--- config.mk ---
export PLATFORM = sky130hd
export DESIGN_NAME = txser_lanes
export DESIGN_NICKNAME = d
export VERILOG_FILES = /design/src/rtl/txser_lanes.sv
export SDC_FILE = /design/constraint.sdc
export NUM_CORES = 1
export LEC_CHECK = 0
export CORE_ASPECT_RATIO = 0.6
export CORE_MARGIN = 2
export CORE_UTILIZATION = 51
export DETAILED_ROUTE_END_ITERATION = 8
export PLACE_DENSITY_LB_ADDON = 0.3
export SYNTH_ARGS = -nofsm -noshare
export SYNTH_HDL_FRONTEND = slang
export SYNTH_SLANG_ARGS = --single-unit
--- constraint.sdc ---
create_clock -name clk -period 3.75 [get_ports clk]
set_input_delay 0.75 -clock clk [delete_from_list [all_inputs] [get_ports clk]]
set_output_delay 0.75 -clock clk [all_outputs]
set_load 0.03 [all_outputs]
--- src/rtl/txser_lanes.sv ---
// rtl/txser_lanes.sv - multi-lane parallel-to-serial TX serializer with PRBS7/clock/zero modes
module txser_lanes #(
    parameter int LANES   = 4,
    parameter int RATIO   = 8,
    parameter int UFLOW_W = 8
) (
    input  logic                     clk,
    input  logic                     rst,
    input  logic [1:0]               mode,
    input  logic [LANES*RATIO-1:0]   din,
    input  logic                     din_valid,
    output logic                     din_ready,
    output logic [LANES-1:0]         dout,
    output logic                     word_start,
    output logic [UFLOW_W-1:0]       underflow_cnt
);

    localparam int CW = $clog2(RATIO);
    localparam int W  = LANES * RATIO;

    localparam logic [1:0] M_DATA  = 2'b00;
    localparam logic [1:0] M_PRBS  = 2'b01;
    localparam logic [1:0] M_CLOCK = 2'b10;
    localparam logic [1:0] M_ZERO  = 2'b11;

    localparam logic [RATIO-1:0] CLK_LANE = {(RATIO/2){2'b01}};
    localparam logic [W-1:0]     CLK_ALL  = {LANES{CLK_LANE}};

    typedef enum logic {IDLE, RUN} state_t;

    state_t                  state;
    state_t                  state_next;
    logic [CW-1:0]           cnt;
    logic [W-1:0]            shreg;
    logic [W-1:0]            buf_data;
    logic                    buf_valid;
    logic [1:0]              cur_mode;
    logic [LANES-1:0][6:0]   lfsr;
    logic [LANES-1:0][6:0]   lfsr_adv;
    logic [W-1:0]            prbs_word;
    logic [6:0]              prbs_s;
    logic                    prbs_b;
    logic                    boundary;
    logic                    accept;

    assign boundary = (state == IDLE) || (cnt == CW'(RATIO - 1));
    assign accept   = din_valid && !buf_valid;

    // State register
    always_ff @(posedge clk or posedge rst) begin
        if (rst) begin
            state <= IDLE;
        end else begin
            state <= state_next;
        end
    end

    // Next state: only a boundary can change state; DATA with nothing buffered parks in IDLE
    always_comb begin
        state_next = state;
        if (boundary) begin
            if (mode == M_DATA && !buf_valid) begin
                state_next = IDLE;
            end else begin
                state_next = RUN;
            end
        end
    end

    // Outputs: serial bit is the low bit of each lane's shift register while running
    always_comb begin
        dout       = '0;
        word_start = (state == RUN) && (cnt == '0);
        din_ready  = !buf_valid;
        if (state == RUN) begin
            for (int l = 0; l < LANES; l++) begin
                dout[l] = shreg[l*RATIO];
            end
        end
    end

    // Next PRBS7 word per lane: RATIO Fibonacci steps, bit i of the word is the i-th generated bit
    always_comb begin
        prbs_word = '0;
        lfsr_adv  = lfsr;
        prbs_s    = '0;
        prbs_b    = 1'b0;
        for (int l = 0; l < LANES; l++) begin
            prbs_s = lfsr[l];
            for (int i = 0; i < RATIO; i++) begin
                prbs_b              = prbs_s[6] ^ prbs_s[5];
                prbs_word[l*RATIO+i] = prbs_b;
                prbs_s              = {prbs_s[5:0], prbs_b};
            end
            lfsr_adv[l] = prbs_s;
        end
    end

    // Datapath: skid buffer, word load / shift, LFSR advance and starvation counter
    always_ff @(posedge clk or posedge rst) begin
        if (rst) begin
            cnt           <= '0;
            shreg         <= '0;
            buf_data      <= '0;
            buf_valid     <= 1'b0;
            cur_mode      <= M_DATA;
            underflow_cnt <= '0;
            for (int l = 0; l < LANES; l++) begin
                lfsr[l] <= 7'h7F ^ 7'(l);
            end
        end else begin
            if (accept) begin
                buf_data  <= din;
                buf_valid <= 1'b1;
            end
            if (boundary) begin
                cur_mode <= mode;
                case (mode)
                    M_DATA: begin
                        if (buf_valid) begin
                            shreg     <= buf_data;
                            buf_valid <= 1'b0;
                            cnt       <= '0;
                        end else if (state == RUN && cur_mode == M_DATA &&
                                     underflow_cnt != '1) begin
                            underflow_cnt <= underflow_cnt + 1'b1;
                        end
                    end
                    M_PRBS: begin
                        shreg <= prbs_word;
                        lfsr  <= lfsr_adv;
                        cnt   <= '0;
                    end
                    M_CLOCK: begin
                        shreg <= CLK_ALL;
                        cnt   <= '0;
                    end
                    default: begin
                        shreg <= '0;
                        cnt   <= '0;
                    end
                endcase
            end else begin
                cnt <= cnt + 1'b1;
                for (int l = 0; l < LANES; l++) begin
                    shreg[l*RATIO +: RATIO] <= shreg[l*RATIO +: RATIO] >> 1;
                end
            end
        end
    end

endmodule
==> results.toml <==
[timing]
final_cycle_utilization_of_the_critical_path = 0.688
final.setup.tns_ps = 0
timing.final.max_slew_violations = 0
relSlewSlack = 0.525
skew_ps = 10.9
hold_violations = 0
fin_crit_ps = 2580
rsz0062_at_grt = "false"
setup_viol = 0
fmaxAchievable_ghz = 0.388
timing_worst_slew_pin_value_ps = 712

[route]
avgViaCountPerCell = 5.71
number_of_detailed_routing_iterations_run_before_antenna_repair = 5
drt_iter0_drc = 337
route.detailed.wl_per_inst_um = 18.1
drt_drc_violations_left = 0
drtAntennaViolNets = 0
postRouteWirelength_um = 11900
vias = 3740

[synth]
syn-mean-instance-area_um2 = 10.8
synth_cell_type_count = 47
post_synthesis_cells = 472
synth-edff-count = 0
postSynthNetCount = 513
number_of_register_bits_inferred_by_synthesis = 107
synth_async_reset_ratio = 1.00
yosys_most_used_dff = "sky130_fd_sc_hd__dfrtp_1"
synth_warnings = 0
synth_sequential_area_ratio = 0.533
mappedNetlistArea_um2 = 5080

[clocking]
worst_skew_pair.late_latency_ps = 350
path_clk_slew_ps = 70
clock-sinks = 107
post_cts.repair.setup_buffers = 0
ctsResizeCount = 0
tritoncts = "done"
clockRootBuffer = "sky130_fd_sc_hd__clkbuf_16"
cts_buffer_depth = 2
numCtsBuffers = 9
cts_max_level = 3
holdBufCountCts = 0

[grt]
pin_count_of_the_biggest_net_entering_global_routing = 59
number_of_global_route_vias_before_repair = 3507
globalRouteTotalUtil = 0.237
wire_length_of_the_first_global_routing_pass_um = 19200
gr-total-overflow = 0
grt_antenna_before_repair = 0

[cells_and_area]
area_growth_syn_to_layout_pct = 18.5
layout.core_utilization = 0.616
nNetsFinal = 556
diodes = 0
finalNonFillerCells = 655
drive_above_1_share = 0.171

[worst_hold_path]
worst_hold_path_type = "flip-flop to flip-flop"

[worst_setup_path]
worstPathMaxFanout = 3
setup.worst_path.end_class = "primary output"
cp-start-kind = "flip-flop"
path_class = "flip-flop to primary output"
crit_path_required_time_ps = 3000
worstPathArrival_ps = 1830

[floorplan]
floorplan.io_pins = 51
core-area_um2 = 9770
floorplan.die.width_um = 133
die-area_um2 = 10800
die_span_y_um = 81.3
initial_utilization = 0.520
floorplan.rows = 28

[place]
detailedPlacementHpwl_um = 8590
place.gp.congestion = 0.876
dp_cells = 639
io_buffer_count = 50

[run_status]
run_status = "completed"

[pwr]
power_per_cell_area_nw_per_um2 = 774
maximum_vdd_drop_uv = 330
fin_total_pwr_mw = 4.66
power.static_leakage_nw = 2.66

[run]
maxCapViolations = 0
## per-layer routing
metal  share of wire  global-route usage
met1            0.53               0.394
met2            0.37               0.292
met3           0.088              0.0624
met4           0.013              0.0581
met5               0                   0
## state kept, by name, indices dropped and copies added (netlist names)
name,count
buf_valid,1
state,1
buf_data,32
underflow_cnt,8
cur_mode,2
shreg,32
lfsr,28
cnt,3
## cell type report
class                      instances  area [um2]
fill                             779        3750
sequential                       107        2710
inverter                           6        25.0
timing repair buffer              65         613
tap                              135         169
clock buffer                      10         239
clock inverter                     6        78.8
multi-input combinational        326        2190
## cells in the mapped netlist, types with 5 or more instances
library cell               count  share of area
sky130_fd_sc_hd__a21oi_1      13          0.013
sky130_fd_sc_hd__dfstp_2      24           0.12
sky130_fd_sc_hd__clkbuf_1      8         0.0059
sky130_fd_sc_hd__nor2_1       76          0.056
sky130_fd_sc_hd__o21a_1        5         0.0074
sky130_fd_sc_hd__xnor2_1      17          0.029
sky130_fd_sc_hd__dfrtp_1      83           0.41
sky130_fd_sc_hd__o21ai_0      20          0.020
sky130_fd_sc_hd__o221ai_1      9          0.016
sky130_fd_sc_hd__mux2_1       10          0.022
sky130_fd_sc_hd__a221oi_1     11          0.019
sky130_fd_sc_hd__buf_2        19          0.019
sky130_fd_sc_hd__o21ai_1      14          0.014
sky130_fd_sc_hd__mux2_2       23          0.051
sky130_fd_sc_hd__nand2_1      35          0.026
sky130_fd_sc_hd__xor2_1       21          0.036
sky130_fd_sc_hd__nor3_1       11          0.011
sky130_fd_sc_hd__o211a_1       7          0.014
## through the flow
| step | hold slack, ps | cell area, um2 | setup slack, ps |
|---|---|---|---|
| after floorplan | 442 | 5080 | 222 |
| after global placement | 457 | 5710 | 1100 |
| after detailed placement | 470 | 5710 | 999 |
| after CTS | 485 | 6020 | 1160 |
| after global routing | 511 | 6020 | 1040 |
| final | 481 | 6020 | 1170 |
## cell families after synthesis
| kind of cell | Yosys count | share of synthesized area |
|---|---|---|
| and+or+nand+nor | 147 | 0.139 |
| DFF | 107 | 0.533 |
| AOI/OAI and AO/OA | 101 | 0.137 |
| buffers and inverters | 39 | 0.0364 |
| xor gates and xnor gates | 38 | 0.0655 |
| muxes | 36 | 0.0790 |
| adders and majority gates | 4 | 0.00985 |
## power breakdown
| part | switching [mW] | leakage [nW] | internal, mW | total [mW] |
|---|---|---|---|---|
| Clock | 0.446 | 0.158 | 0.552 | 0.998 |
| Sequential | 0.400 | 1.30 | 1.71 | 2.11 |
| Combinational | 0.840 | 1.20 | 0.709 | 1.55 |
| Total | 1.69 | 2.66 | 2.98 | 4.66 |
## layout by cell type (no fill, tap or decap), drive strengths merged, types with 5 or more instances in the layout
cell | synthesis | layout
clkdlybuf4s50 | 0 | 50
clkbuf | 8 | 10
o21a | 5 | 5
inv | 6 | 10
a221oi | 11 | 11
buf | 25 | 15
nor2 | 77 | 77
dfstp | 24 | 24
o221ai | 9 | 9
mux2 | 33 | 33
xnor2 | 17 | 17
a21oi | 13 | 13
xor2 | 21 | 21
nand2 | 35 | 35
dfrtp | 83 | 83
o211a | 7 | 7
o21ai | 34 | 34
nor3 | 12 | 12
## critical path: stages (launching register included)
cell and delay (ps):
sky130_fd_sc_hd__dfrtp_1 390, sky130_fd_sc_hd__inv_1 100, sky130_fd_sc_hd__ha_1 160, sky130_fd_sc_hd__nand2_1 60, sky130_fd_sc_hd__nor2_1 100, sky130_fd_sc_hd__clkdlybuf4s50_1 670
## path summary, 6_finish.rpt
check	slack (ps)	startpoint	cells past startpoint	endpoint
min in group asynchronous	880	rst	2	lfsr[7]
max in group asynchronous	2070	rst	3	lfsr[27]
hold / removal	480	shreg[24]	2	shreg[24]
setup / recovery	1170	cnt[0]	5	word_start
setup reg to reg	1390	cnt[0]	7	shreg[10]
hold reg to reg	480	shreg[24]	2	shreg[24]
Power figures use the tool's default switching activity.
